**config.mk**
```make
export PLATFORM = sky130hd
export DESIGN_NAME = bullet_pool
export DESIGN_NICKNAME = d
export VERILOG_FILES = /design/src/rtl/bullet_pool.sv
export SDC_FILE = /design/constraint.sdc
export NUM_CORES = 1
export LEC_CHECK = 0
export ABC_CLOCK_PERIOD_IN_PS = 3800
export CORE_MARGIN = 2
export CORE_UTILIZATION = 58
export DETAILED_ROUTE_END_ITERATION = 12
export PLACE_DENSITY = 0.82
export SLEW_MARGIN = 5
export SYNTH_ARGS = -nofsm -noshare
export SYNTH_HDL_FRONTEND = slang
export SYNTH_SLANG_ARGS = --single-unit
```
**constraint.sdc**
```tcl
create_clock -name frame_clk -period 3.8 [get_ports frame_clk]
set_input_delay 0.38 -clock frame_clk [delete_from_list [all_inputs] [get_ports frame_clk]]
set_output_delay 0.38 -clock frame_clk [all_outputs]
set_load 0.02 [all_outputs]
```
**src/rtl/bullet_pool.sv**
```systemverilog
// bullet_pool: fixed pool of projectile slots advanced once per video frame.
// A rising edge on shoot, gated by a cooldown counter, launches the
// lowest-index free slot from the shooter's top edge. Slots retire on a
// collision hit or when they reach the playfield bounds. is_bullet is a
// combinational pixel test over every active slot.
// Optional build macro BULLET_POOL_AUTOFIRE_EN: a held shoot re-fires each
// time the cooldown expires.
module bullet_pool #(
    parameter int N_BULLETS = 4,
    parameter int X_MIN     = 170,
    parameter int X_MAX     = 469,
    parameter int SIZE      = 2,
    parameter int SPEED_X   = 4,
    parameter int SPEED_Y   = 10,
    parameter int COOLDOWN  = 8
) (
    input  logic                      Reset,
    input  logic                      frame_clk,
    input  logic                      shoot,
    input  logic [1:0]                direction,
    input  logic [9:0]                spawn_x,
    input  logic [9:0]                spawn_y,
    input  logic [9:0]                spawn_s,
    input  logic [N_BULLETS-1:0]      hit,
    input  logic [9:0]                DrawX,
    input  logic [9:0]                DrawY,
    output logic                      is_bullet,
    output logic [N_BULLETS-1:0]      active,
    output logic [10*N_BULLETS-1:0]   bullet_x,
    output logic [10*N_BULLETS-1:0]   bullet_y,
    output logic                      fire_ack,
    output logic                      fire_drop
);

    localparam logic [9:0]  X_MIN_C   = 10'(X_MIN);
    localparam logic [9:0]  X_MAX_C   = 10'(X_MAX);
    localparam logic [9:0]  SPD_Y_C   = 10'(SPEED_Y);
    localparam logic [10:0] SIZE_C    = 11'(SIZE);
    // The counter holds the number of frames still blocked after the
    // accepting frame, so shots are spaced exactly COOLDOWN frames apart.
    localparam logic [7:0]  CD_RELOAD = 8'(COOLDOWN - 1);

    logic                 prev_shoot_q;
    logic [7:0]           cooldown_q, cooldown_d;
    logic                 fire_ack_q, fire_drop_q;
    logic                 qualified, any_free, accept, drop;
    logic [N_BULLETS-1:0] grant;
    logic [N_BULLETS-1:0] in_box;
    logic [9:0]           spawn_vx, spawn_vy, spawn_top;

    // Shot qualification: edge-detected shoot (or level in autofire) with cooldown expired
    always_comb begin
`ifdef BULLET_POOL_AUTOFIRE_EN
        qualified = shoot && (cooldown_q == 8'd0);
`else
        qualified = shoot && !prev_shoot_q && (cooldown_q == 8'd0);
`endif
    end

    // Lowest-index free slot, judged on pre-edge occupancy only
    always_comb begin
        grant    = '0;
        any_free = 1'b0;
        for (int i = 0; i < N_BULLETS; i++) begin
            if (!active[i] && !any_free) begin
                grant[i] = 1'b1;
                any_free = 1'b1;
            end
        end
    end

    assign accept = qualified && any_free;
    assign drop   = qualified && !any_free;

    // Launch velocity from the direction code; code 3 behaves like straight up
    always_comb begin
        spawn_vx  = 10'd0;
        spawn_vy  = 10'(-SPEED_Y);
        spawn_top = spawn_y - spawn_s;
        case (direction)
            2'd1:    spawn_vx = 10'(-SPEED_X);
            2'd2:    spawn_vx = 10'(SPEED_X);
            default: spawn_vx = 10'd0;
        endcase
    end

    // Cooldown reloads only on an accepted shot, otherwise counts down to zero
    always_comb begin
        cooldown_d = cooldown_q;
        if (accept) begin
            cooldown_d = CD_RELOAD;
        end else if (cooldown_q != 8'd0) begin
            cooldown_d = cooldown_q - 8'd1;
        end
    end

    // Shared control registers
    always_ff @(posedge frame_clk or posedge Reset) begin
        if (Reset) begin
            prev_shoot_q <= 1'b0;
            cooldown_q   <= 8'd0;
            fire_ack_q   <= 1'b0;
            fire_drop_q  <= 1'b0;
        end else begin
            prev_shoot_q <= shoot;
            cooldown_q   <= cooldown_d;
            fire_ack_q   <= accept;
            fire_drop_q  <= drop;
        end
    end

    assign fire_ack  = fire_ack_q;
    assign fire_drop = fire_drop_q;

    generate
        for (genvar gi = 0; gi < N_BULLETS; gi++) begin : g_slot
            logic       act_q, act_d;
            logic [9:0] x_q, x_d, y_q, y_d, vx_q, vx_d, vy_q, vy_d;
            logic       retire;

            assign retire = hit[gi] || (x_q >= X_MAX_C) || (x_q <= X_MIN_C) || (y_q <= SPD_Y_C);

            // Slot next state: fly-or-retire when occupied, launch when granted
            always_comb begin
                act_d = act_q;
                x_d   = x_q;
                y_d   = y_q;
                vx_d  = vx_q;
                vy_d  = vy_q;
                if (act_q) begin
                    if (retire) begin
                        act_d = 1'b0;
                    end else begin
                        x_d = x_q + vx_q;
                        y_d = y_q + vy_q;
                    end
                end else if (accept && grant[gi]) begin
                    act_d = 1'b1;
                    x_d   = spawn_x;
                    y_d   = spawn_top;
                    vx_d  = spawn_vx;
                    vy_d  = spawn_vy;
                end
            end

            // Slot state registers
            always_ff @(posedge frame_clk or posedge Reset) begin
                if (Reset) begin
                    act_q <= 1'b0;
                    x_q   <= 10'd0;
                    y_q   <= 10'd0;
                    vx_q  <= 10'd0;
                    vy_q  <= 10'd0;
                end else begin
                    act_q <= act_d;
                    x_q   <= x_d;
                    y_q   <= y_d;
                    vx_q  <= vx_d;
                    vy_q  <= vy_d;
                end
            end

            assign active[gi]             = act_q;
            assign bullet_x[10*gi +: 10]  = x_q;
            assign bullet_y[10*gi +: 10]  = y_q;
            // Box test widened to 11 bits so the +SIZE terms cannot wrap
            assign in_box[gi] = act_q
                && ({1'b0, DrawX} + SIZE_C >= {1'b0, x_q})
                && ({1'b0, DrawX} <= {1'b0, x_q} + SIZE_C)
                && ({1'b0, DrawY} + SIZE_C >= {1'b0, y_q})
                && ({1'b0, DrawY} <= {1'b0, y_q} + SIZE_C);
        end
    endgenerate

    assign is_bullet = |in_box;

endmodule

```
# Word level (Yosys, flattened, before mapping)
# Index checks and enable logic that the tools add are counted.
# Widths: inputs -> output; s select.
[op_classes] n_addsub=20 magnitude_cmp=28 eq_ne=6 n_mux=46 n_bitwise=4 reduce_logical=62
[op_table] op="$mux 10" count=24
[op_table] op="$add 10x2->11 const B" count=10
[op_table] op="$ge 11x10->1" count=8
[op_table] op="$le 10x11->1" count=8
[op_table] op="$add 10x10->10" count=8
[op_table] op="$ge 10x9->1 const B" count=4
[op_table] op="$le 10x4->1 const B" count=4
[op_table] op="$le 10x8->1 const B" count=4
[op_table] op="$logic_and 1x1->1" count=27
[op_table] op="$pmux 10 s2" count=1
[op_table] op="$mux 1" count=19
[op_table] op="$mux 8" count=2
[op_table] op="$reduce_and 2->1" count=8
[op_table] op="$logic_or 1x1->1" count=12
[op_table] op="$reduce_bool 2->1" count=5
[op_table] op="$sub 10x10->10" count=1
[op_table] op="$logic_not 8->1" count=1
[op_table] op="$ne 2x2->1 const B" count=4
[op_table] op="$reduce_bool 8->1" count=1
[op_table] op="$sub 8x1->8 const B" count=1
[op_table] op="$logic_not 1->1" count=7
[op_table] op="$not 1->1" count=4
[op_table] op="$reduce_or 4->1" count=1
[op_table] op="$eq 2x1->1 const B" count=1
[op_table] op="$eq 2x2->1 const B" count=1
[totals] regBits=139 output_inout_bits=87 wordCells=190

# Longest topological paths before layout
[logic_depth] word_depth=13 depth_mapped=13 ltp_nobuf=12

# Worst setup path after synthesis
# Ideal clock, no wire load.
[synth_timing] path_type="register to output" from="reg g_slot[0].y_q[3]" to="out is_bullet" arrival_time_ps=2963 required_ps=3420 setup_slack_ps=457 stages_incl_launch_ff=14 path_cell_list="dfrtp_1 > clkbuf_1 > inv_1 > nor3_1 > nand3_1 > xnor2_1 > ha_1 > a21oi_1 > nand2_1 > a21o_1 > a2111oi_0 > o21ai_0 > nand4b_1 > nand4_1"
[synth_via] elab_chain_cells=4 elab_cells_between_ends=6
[synth_rtl] element="from (decl)" line_no="118" rtl="logic [9:0] x_q, x_d, y_q, y_d, vx_q, vx_d, vy_q, vy_d;"
[synth_rtl] element="from (signal assigned)" line_no="157" rtl="y_q <= y_d;"
[synth_rtl] element="$add 10x2->11 or $ge 11x10->1 (tied branches)" line_no="171, 170"
[synth_rtl] element="$le 10x11->1 or $logic_and 1x1->1 (tied branches)" line_no="171, 170"
[synth_rtl] element="$logic_and 1x1->1 (*)" line_no="171" rtl="&& ({1'b0, DrawY} <= {1'b0, y_q} + SIZE_C);"
[synth_rtl] element="$reduce_or 4->1 (*)" line_no="175" rtl="assign is_bullet = |in_box;"
[synth_rtl] element="to (decl)" line_no="27" rtl="output logic is_bullet,"
# Every way passes the cells marked *; elsewhere a longest branch is shown, timed or not.

# Worst setup path in the final report
[layout_timing] from="in DrawY[5]" to="out is_bullet"
[layout_via] elab_chain_cells=5 elab_cells_between_ends=18
[layout_rtl] element="from (decl)" line_no="26" rtl="input logic [9:0] DrawY,"
[layout_rtl] element="$add 10x2->11" line_no="170" rtl="&& ({1'b0, DrawY} + SIZE_C >= {1'b0, y_q})"
[layout_rtl] element="$ge 11x10->1" line_no="170"
[layout_rtl] element="$logic_and 1x1->1" line_no="170"
[layout_rtl] element="$logic_and 1x1->1" line_no="171"
[layout_rtl] element="$reduce_or 4->1 (*)" line_no="175"
# Marks and branches as above.

==> qor.yml <==
worst_ep_required_time_ns: 3.42
dp_hpwl_mm: 31.2
track_usage_pct: 35.4
port-buffer-count: 145
ys_types: 74
grt_pass1_vias: 12000
fin_hold_ws_ns: 0.474
power_uw: 5000
synth_compound_area_share_pct: 18.8
synth_xor_area_share_pct: 8.40
via_per_inst: 6.18
drtAntennaViolNets: 0
async_flop_share_pct: 100
synth_top_area_share_pct: 23.1
dieArea_mm2: 0.0226
syn_nets: 1780
drt_iter0_markers: 984
fin_crit_ns: 3.69
synth-seq-area-share_pct: 21.6
antenna_found_initial: 0
die_h_um: 150
reg2reg_depth: 10
slew_violations: 0
r2r-start: "g_slot[0].vy_q[1]$_DFFE_PP0P_"
num_antenna_cells: 0
htree_levels: 3
cp_max_fo: 4
worst_pin_slew_ns: 1.06
crit_arrival_ns: 3.31
grt_pass1_wl_mm: 62.1
syn2layout_area_growth_pct: 23.2
cts.reportedPaths.clkPinSlew_ns: 0.08
nFillCells: 1635
crit_start: "DrawY[5]"
ys_ff_latch: 107
fmax_mhz: 271
crit_path_end_kind: "primary output"
stdcell_area_mm2: 0.0153
drtPass1Iterations: 5
drive_gt1_share_pct: 9.98
synth_edf_count: 0
rows: 53
initial_core_util_pct: 59.0
syn_inst: 1483
drc: 0
vias: 12300
setup.worst_path.end: "is_bullet"
synth.largest_area_cell: "ha_1"
die_x_um: 150
worst_ir_drop_vdd_uv: 269
finalWirelength_mm: 39.6
finClkSkew_ns: 0.00611
clockBufferDepth: 2
ios: 146
status: "finished clean"
cts_tree: "done"
synthFlopType: "dfrtp_1"
reg2reg_slack_ns: 0.68
min_period_over_period_pct: 97.1
synth_area_leaders: "ha_1 (23%), dfrtp_1 (22%), xnor2_1 (6.1%)"
path_class: "in -> out"
setup_tns_ns: 0
synth_area_mm2: 0.0124
core_area_mm2: 0.0210
layout.nets: 2017
crit_path_start_kind: "input port"
root_buffer: "clkbuf_16"
cts.sinks: 107
insertion_delay_ns: 0.37
avgSynthCellArea_um2: 8.36
ys_warn_count: 0
finalSetupViolCount: 0
min_path_type: "in -> async"
slew_headroom_pct: 29.1
post_drt_wl_per_cell_um: 19.8
synthAdderAreaFrac_pct: 24.6
synthMuxAreaShare_pct: 3.43
place_area_mm2: 0.0149
grt_max_degree: 58
drv_cap: 0
overflow: 0
gp_congestion: 0.982
cts_made_buffers: 9
synth_top_family_by_area: "adder cells"
p_per_area_mw_per_mm2: 327
finalHoldViolations: 0
synth-simple-area-share_pct: 17.6
r2r_end: "g_slot[0].y_q[9]$_DFFE_PP0P_"
p_leak_uw: 0.00704
## per-layer routing
layer  vias to the layer above  routed length (µm)  track usage [%]
met4                         0                1940             17.5
met2                       520               18800             59.5
li1                       5839                   -                -
met3                       110                2670             5.15
met5                         -                   0                0
met1                      5875               16200             44.6
## Yosys cell counts, drive strengths merged (3+ instances only)
| master | count |
|---|---|
| a22oi | 5 |
| or2 | 4 |
| and2 | 5 |
| nor4 | 15 |
| a21boi | 5 |
| a211o | 6 |
| xor2 | 33 |
| o211ai | 12 |
| o221ai | 4 |
| nand2 | 106 |
| a31oi | 12 |
| a21oi | 97 |
| nor3 | 40 |
| a211oi | 24 |
| ha | 229 |
| buf | 9 |
| o21bai | 4 |
| nand2b | 15 |
| and4 | 7 |
| mux2 | 12 |
| o22ai | 5 |
| nand4 | 28 |
| fa | 9 |
| o21ai | 116 |
| or3 | 9 |
| dfrtp | 107 |
| a221oi | 5 |
| o2111a | 3 |
| nor2b | 20 |
| and3 | 15 |
| o2111ai | 4 |
| nand3b | 9 |
| nor2 | 86 |
| clkbuf | 28 |
| inv | 137 |
| a21o | 30 |
| mux2i | 29 |
| a2111oi | 7 |
| xnor2 | 86 |
| o21a | 10 |
| o41ai | 3 |
| o31ai | 4 |
| nand3 | 65 |
## critical path, cell delays in order
cell	delay [ns]
clkdlybuf4s50_1	0.51
and4_2	0.30
nand4_1	0.16
xnor2_2	0.19
ha_1	0.32
nand4_1	0.12
a211oi_1	0.07
a211o_1	0.27
a2111o_1	0.46
nand4_1	0.11
nand4_1	0.20
buf_2	0.22
## layout make-up
| class | instances | area, µm² | share of cell area [%] |
|---|---|---|---|
| Clock buffer | 9 | 225 | 1.47 |
| Timing Repair Buffer | 263 | 2350 | 15.4 |
| Clock inverter | 6 | 72.6 | 0.475 |
| Multi-Input combinational cell | 1201 | 9080 | 59.4 |
| Sequential cell | 107 | 2680 | 17.5 |
| Inverter | 138 | 522 | 3.42 |
| Tap cell | 275 | 344 | 2.25 |
## where the power goes
part	total, µW	internal (µW)	switching [µW]
Combinational	2510	1150	1350
Sequential	1470	1280	194
Clock	1010	517	498
Total	5000	2950	2050
## worst min path at each step
stage,to
floorplan,prev_shoot_q$_DFF_PP0_
global placement,cooldown_q[7]$_DFFE_PP0P_
detailed placement,cooldown_q[6]$_DFFE_PP0P_
CTS,cooldown_q[6]$_DFFE_PP0P_
global route,cooldown_q[6]$_DFFE_PP0P_
finish,prev_shoot_q$_DFF_PP0_
## cell families after synthesis
family	count (synthesis)
xor+xnor	119
fa+ha+maj	238
compound gates	373
buf+inv	175
mux	41
flops	107
simple gates	430
## repair_timing
action,in CTS,in global routing
pin swaps,1,1
setup buffers,0,2
gates cloned,0,0
hold buffers,0,0
setup endpoints to repair,1,1
gates resized for setup,6,14
## registers in the layout, summed over array words and instances, names as in the netlist
register,flops
fire_drop,1
g_slot.vy_q,4
g_slot.x_q,40
cooldown_q,8
g_slot.vx_q,8
prev_shoot_q,1
g_slot.act_q,4
fire_ack,1
g_slot.y_q,40
## through the flow
stage               instances  worst slack (ns)  util [%]
detailed placement       1982            -0.355      70.9
floorplan                1483             0.457         -
global route             1999           -0.0101      72.7
finish                   1999             0.111      72.7
global placement         1982            -0.312      70.9
CTS                      1997            0.0227      72.4
## cell usage in the layout, fill, tap and decap left out, types with 5 or more instances in the layout
cell and instances:
a2111oi_0 5, a211o_1 6, a211oi_1 24, a21boi_0 5, a21o_1 30, a21oi_1 97, a22oi_1 5, a31oi_1 11
and3_1 15, and4_1 6, buf_4 117, clkbuf_16 9, clkdlybuf4s50_1 140, dfrtp_1 107, fa_1 9, ha_1 228
inv_1 135, mux2_2 12, mux2i_1 29, nand2_1 106, nand2b_1 14, nand3_1 65, nand3b_1 8, nand4_1 28
nor2_1 86, nor2b_1 20, nor3_1 37, nor4_1 13, o211ai_1 12, o21a_1 10, o21ai_0 104, o21ai_1 12
o22ai_1 5, or3_1 8, xnor2_1 82, xor2_1 33
Power figures use the tool's default switching activity.
